### src/rtl/scan_pkg.sv
// Shared encodings for the scanner/collector handshake and the collector FSM.
package scan_pkg;

    typedef enum logic [2:0] {
        SCAN_LOWPOWER     = 3'd0,
        SCAN_STANDBY      = 3'd1,
        SCAN_COLLECTING   = 3'd2,
        SCAN_IDLE         = 3'd3,
        SCAN_TRANSFERRING = 3'd4,
        SCAN_FLUSHING     = 3'd5
    } scan_state_t;

    typedef enum logic [1:0] {
        COLL_WAIT,
        COLL_GRANT,
        COLL_RECV,
        COLL_REFUSE
    } coll_state_t;

    localparam int DEFAULT_XFER_LEN = 4;

    // Event counters stick at all-ones instead of wrapping.
    function automatic logic [7:0] sat_inc(input logic [7:0] value);
        return (value == 8'hFF) ? value : value + 8'd1;
    endfunction

endpackage

### src/rtl/scan_fifo.sv
// First-word-fall-through receive FIFO; a push into a full FIFO only lands
// when the head is popped on the same edge.
module scan_fifo #(
    parameter int DATA_W = 8,
    parameter int DEPTH  = 8
) (
    input  logic                     clk,
    input  logic                     reset,
    input  logic                     push,
    input  logic [DATA_W-1:0]        push_data,
    input  logic                     pop,
    output logic [DATA_W-1:0]        head,
    output logic                     full,
    output logic                     empty,
    output logic [$clog2(DEPTH):0]   count
);
    localparam int AW = $clog2(DEPTH);
    localparam logic [AW:0] FULL_COUNT = (AW + 1)'(DEPTH);

    logic [DATA_W-1:0] mem [DEPTH];
    logic [AW-1:0]     wr_ptr;
    logic [AW-1:0]     rd_ptr;
    logic              do_push;
    logic              do_pop;

    assign empty   = (count == '0);
    assign full    = (count == FULL_COUNT);
    assign do_pop  = pop && !empty;
    assign do_push = push && (!full || do_pop);
    assign head    = mem[rd_ptr];

    always_ff @(posedge clk) begin
        if (reset) begin
            wr_ptr <= '0;
            rd_ptr <= '0;
            count  <= '0;
        end else begin
            if (do_push) wr_ptr <= wr_ptr + 1'b1;
            if (do_pop)  rd_ptr <= rd_ptr + 1'b1;
            case ({do_push, do_pop})
                2'b10:   count <= count + 1'b1;
                2'b01:   count <= count - 1'b1;
                default: count <= count;
            endcase
        end
    end

    // Storage carries no reset; the pointers alone define what is valid.
    always_ff @(posedge clk) begin
        if (!reset && do_push) mem[wr_ptr] <= push_data;
    end

endmodule

### src/rtl/scan_collector.sv
// Grants or refuses scanner transfer offers, buffers granted bursts in a FIFO
// and keeps burst statistics plus a sticky error flag.
module scan_collector
    import scan_pkg::*;
#(
    parameter int DATA_W   = 8,
    parameter int DEPTH    = 8,
    parameter int XFER_LEN = DEFAULT_XFER_LEN
) (
    input  logic              clk,
    input  logic              reset,
    input  logic [2:0]        scan_state,
    input  logic              ready_to_transfer,
    input  logic              flush_req,
    input  logic              xfer_valid,
    input  logic [DATA_W-1:0] xfer_data,
    output logic              start_transfer,
    output logic              start_flush,
    output logic              out_valid,
    output logic [DATA_W-1:0] out_data,
    input  logic              out_ready,
    output logic              busy,
    output logic [7:0]        bursts_ok,
    output logic [7:0]        bursts_dropped,
    output logic              err
);
    localparam int CW  = $clog2(DEPTH) + 1;
    localparam int WCW = $clog2(XFER_LEN + 1);
    localparam logic [CW-1:0]  DEPTH_C   = CW'(DEPTH);
    localparam logic [CW-1:0]  XFER_C    = CW'(XFER_LEN);
    localparam logic [WCW-1:0] LAST_WORD = WCW'(XFER_LEN - 1);

    coll_state_t    state;
    coll_state_t    next_state;
    logic [WCW-1:0] word_cnt;
    logic [CW-1:0]  fifo_count;
    logic           fifo_full;
    logic           fifo_empty;
    logic           push;
    logic           has_room;
    logic           offer;
    logic           burst_done;
    logic           burst_abort;
    logic           overflow;

    scan_fifo #(.DATA_W(DATA_W), .DEPTH(DEPTH)) u_fifo (
        .clk       (clk),
        .reset     (reset),
        .push      (push),
        .push_data (xfer_data),
        .pop       (out_ready),
        .head      (out_data),
        .full      (fifo_full),
        .empty     (fifo_empty),
        .count     (fifo_count)
    );

    // Registered occupancy, so a pop in the decision cycle is not yet counted as free.
    assign has_room  = (DEPTH_C - fifo_count) >= XFER_C;
    assign offer     = ready_to_transfer && (scan_state == SCAN_IDLE);
    assign overflow  = push && fifo_full && !(out_ready && !fifo_empty);
    assign out_valid = !fifo_empty;
    assign busy      = (state == COLL_GRANT) || (state == COLL_RECV);

    always_comb begin
        next_state     = state;
        start_transfer = 1'b0;
        start_flush    = 1'b0;
        push           = 1'b0;
        burst_done     = 1'b0;
        burst_abort    = 1'b0;
        case (state)
            COLL_WAIT: begin
                if (offer && has_room)       next_state = COLL_GRANT;
                else if (offer || flush_req) next_state = COLL_REFUSE;
            end
            COLL_GRANT: begin
                start_transfer = 1'b1;
                next_state     = COLL_RECV;
            end
            COLL_RECV: begin
                push = xfer_valid;
                if (xfer_valid && word_cnt == LAST_WORD) begin
                    burst_done = 1'b1;
                    next_state = COLL_WAIT;
                end else if (scan_state == SCAN_LOWPOWER) begin
                    burst_abort = 1'b1;
                    next_state  = COLL_WAIT;
                end
            end
            COLL_REFUSE: begin
                start_flush = 1'b1;
                next_state  = COLL_WAIT;
            end
            default: next_state = COLL_WAIT;
        endcase
    end

    always_ff @(posedge clk) begin
        if (reset) state <= COLL_WAIT;
        else       state <= next_state;
    end

    always_ff @(posedge clk) begin
        if (reset) begin
            word_cnt       <= '0;
            bursts_ok      <= '0;
            bursts_dropped <= '0;
            err            <= 1'b0;
        end else begin
            if (state == COLL_GRANT) word_cnt <= '0;
            else if (push)           word_cnt <= word_cnt + 1'b1;
            if (burst_done)            bursts_ok      <= sat_inc(bursts_ok);
            if (state == COLL_REFUSE)  bursts_dropped <= sat_inc(bursts_dropped);
            if (burst_abort || overflow) err <= 1'b1;
        end
    end

endmodule

### config.mk
export PLATFORM = sky130hd
export DESIGN_NAME = scan_collector
export DESIGN_NICKNAME = d
export VERILOG_FILES = /design/src/rtl/scan_pkg.sv /design/src/rtl/scan_fifo.sv /design/src/rtl/scan_collector.sv
export SDC_FILE = /design/constraint.sdc
export NUM_CORES = 1
export LEC_CHECK = 0
export CORE_ASPECT_RATIO = 1.25
export CORE_UTILIZATION = 30
export DETAILED_ROUTE_END_ITERATION = 16
export HOLD_SLACK_MARGIN = 0.1
export SETUP_SLACK_MARGIN = 0.4
export SYNTH_ARGS = -nofsm -noshare
export SYNTH_HDL_FRONTEND = slang
export SYNTH_SLANG_ARGS = --single-unit
### constraint.sdc
create_clock -name clk -period 5.28 [get_ports clk]
set_input_delay 1.32 -clock clk [delete_from_list [all_inputs] [get_ports clk]]
set_output_delay 1.32 -clock clk [all_outputs]
set_load 0.01 [all_outputs]
==> flow_summary_export.csv <==
group,metric,value,unit
place,gp_congestion,0.7410,
logic_synthesis,yosysSeqAreaShare,60.67,%
worst_setup_path,worstPathRequired,3960,ps
logic_synthesis,synth_compound_area_share,6.194,%
worst_setup_path,r2r_slack,2710,ps
sta,period_minus_slack,4071,ps
worst_setup_path,worst_r2r_path_depth,11,
place,place_hpwl,5621,µm
clock_tree,htreeDepth,3,
route,drtIter0Drc,60,
logic_synthesis,yosys.area_share.simple,9.928,%
sta,hold_violations,0,
sta,rsz0062_at_grt,"false",
flow_run,drv_cap,0,
clock_tree,cts_buffers,9,
logic_synthesis,synth_fa_ha_area_share,4.052,%
sta,setup_viol_count_final,0,
route,wl,8115,µm
global_routing,grt_pass1_vias,2566,
layout,stdcell_count,528,
place,io_buffers,45,
die,coreArea,13930,µm²
pwr,leakage,1.791,nW
die,io_pins,46,
sta,fmaxAchievable,0.2456,GHz
die,dieArea,14900,µm²
global_routing,antenna_found_initial,0,
logic_synthesis,ys_types,49,
global_routing,grt_pass1_wl,12890,µm
layout,drive_gt1_share,10.76,%
die,initial_utilization,31.03,%
clock_tree,path_clk_slew,70,ps
die,rows,48,
logic_synthesis,synth_xor_area_share,3.039,%
layout,syn_to_final_growth,21.62,%
sta,skew,7.291,ps
die,die-height,136.2,µm
sta,fin_setup_tns,0,ps
logic_synthesis,yosys_warnings,0,
clock_tree,ctsLongestPathBuffers,2,
global_routing,grt_usage,11.80,%
route,wire_per_inst,15.37,µm
worst_setup_path,critPathMaxFanout,16,
logic_synthesis,synth-main-ff-cell,"edfxtp_1",
route,firstDrtPassIters,4,
logic_synthesis,synth_mux_area_share,13.60,%
clock_tree,cts_tree,"yes",
route,drc,0,
logic_synthesis,synth_seq_cells,99,
logic_synthesis,synth_cells,299,
layout,final_common_cell,"edfxtp_1",
layout,nets,379,
route,viasPerCell,4.860,
layout,final_cell_mix,"64 x edfxtp_1, 45 x clkdlybuf4s50_1, 35 x dfxtp_1",
sta,worst_slew_pin_slew,923.3,ps
global_routing,grt_max_degree,39,
logic_synthesis,syn_avg_cell_area,14.46,µm²
run_status,status,"finished clean",
worst_setup_path,r2r-end,"u_fifo.count[2]$_SDFFE_PP0P_",
hold_path,hold_start,"err$_SDFFE_PP0P_",
logic_synthesis,synth_top_family_by_area,"multiplexers",
die,die_x,109.4,µm
logic_synthesis,async_reset_ff_share,0,%
global_routing,gr-total-overflow,0,
clock_tree,cts_hold_buf,0,
place,dp_cells,512,
hold_path,min-delay-path-class,"reg -> reg",
pwr,p_per_area,384.7,nW/µm²
route,final_antenna_net_count,0,
sta,slew_headroom,38.36,%
clock_tree,root_buffer,"clkbuf_16",
sta,fin_crit_sh,77.11,%
sta,drv_slew,0,
logic_synthesis,synth_nets,330,
route,vias,2566,
worst_setup_path,reg2reg_from,"state[0]$_SDFFE_PP0P_",
worst_setup_path,cp.arrival,2750,ps
worst_setup_path,endpoint,"out_data[6]",
clock_tree,cts.sinks,99,
clock_tree,clk_latency,350,ps
worst_setup_path,path_class,"reg -> out",
clock_tree,postCtsSetupBuffers,0,
pwr,peakVddDrop,0.2582,mV
logic_synthesis,synth_edf_count,64,
clock_tree,postCtsResizedCells,0,
logic_synthesis,syn_area,4323,µm²
worst_setup_path,critical_path.endpoint_type,"output pin",
worst_setup_path,cp-start-kind,"flip-flop",
hold_path,hold_depth,2,
layout,diodes,0,
==> stage by stage <==
step                hold WS [ps]  setup slack [ps]  area, µm²  power [W]  util (%)
floorplan                  478.8              2296       4323   0.001241         -
global placement           481.8              1590       4951   0.001362     35.53
detailed placement         487.7              1563       4951   0.001371     35.53
CTS                        507.9              1177       5258   0.002051     37.73
global route               547.3              1116       5258   0.002130     37.73
finish                     504.8              1209       5258   0.002023     37.73
==> worst min path at each step <==
stage                                    end
floorplan           word_cnt[2]$_SDFFE_PP0P_
global placement            err$_SDFFE_PP0P_
detailed placement          err$_SDFFE_PP0P_
CTS                         err$_SDFFE_PP0P_
global route                err$_SDFFE_PP0P_
finish                      err$_SDFFE_PP0P_
==> flip-flops by register name (all words and copies together), names as in the netlist, named ones only <==
signal          count
bursts_dropped      8
u_fifo.mem         64
u_fifo.count        4
word_cnt            3
bursts_ok           8
state               2
u_fifo.rd_ptr       3
u_fifo.wr_ptr       3
err                 1
==> cell type report <==
cell class	instances	area, µm²
clock buffers	9	225.2
well taps	175	219.0
multi-input cells	180	1592
flip-flops and latches	99	2623
repair buffers	50	488.0
clock inverters	7	81.33
fillers	1364	8676
inverters	8	30.03
==> power by group <==
part | switching [W] | total, W | internal (W)
Sequential | 0.0000634 | 0.000924 | 0.000861
Clock | 0.000297 | 0.000672 | 0.000375
Combinational | 0.000184 | 0.000426 | 0.000242
Total | 0.000545 | 0.00202 | 0.00148
==> cell usage after synthesis, types with 3 or more instances <==
cell type / n / area share, %
a21oi_1: 9 / 1.0
nor3_1: 12 / 1.4
o211ai_1: 4 / 0.69
dfxtp_1: 35 / 16
nor2_1: 30 / 2.6
and3_1: 6 / 0.87
nand2_1: 8 / 0.69
clkbuf_1: 6 / 0.52
inv_1: 8 / 0.69
mux2_2: 9 / 2.3
mux2i_1: 7 / 1.6
or4_1: 3 / 0.52
xnor2_1: 6 / 1.2
edfxtp_1: 64 / 44
a211oi_1: 4 / 0.69
o21ai_0: 4 / 0.46
ha_1: 14 / 4.1
xor2_1: 9 / 1.8
nand3_1: 6 / 0.69
mux4_1: 15 / 9.1
==> per-layer routing <==
layer	wire length (µm)	track usage, %
met2	4012	19.36
met5	0	0
met3	476	4.075
met1	3481	13.92
met4	144	5.037
==> worst max-delay path: stages (launching register included) <==
cell	delay [ps]
dfxtp_1	930
mux4_1	710
mux2_2	290
clkdlybuf4s50_1	470
==> kinds of logic after synthesis <==
| logic type | after synthesis |
|---|---|
| multiplexers | 32 |
| flip-flops | 99 |
| AND/OR/NAND/NOR | 83 |
| adder cells (fa/ha/maj) | 14 |
| buffers and inverters | 20 |
| XOR/XNOR | 15 |
| AO/OA/AOI/OAI | 36 |
No activity file was read; power rests on OpenSTA's default activity.
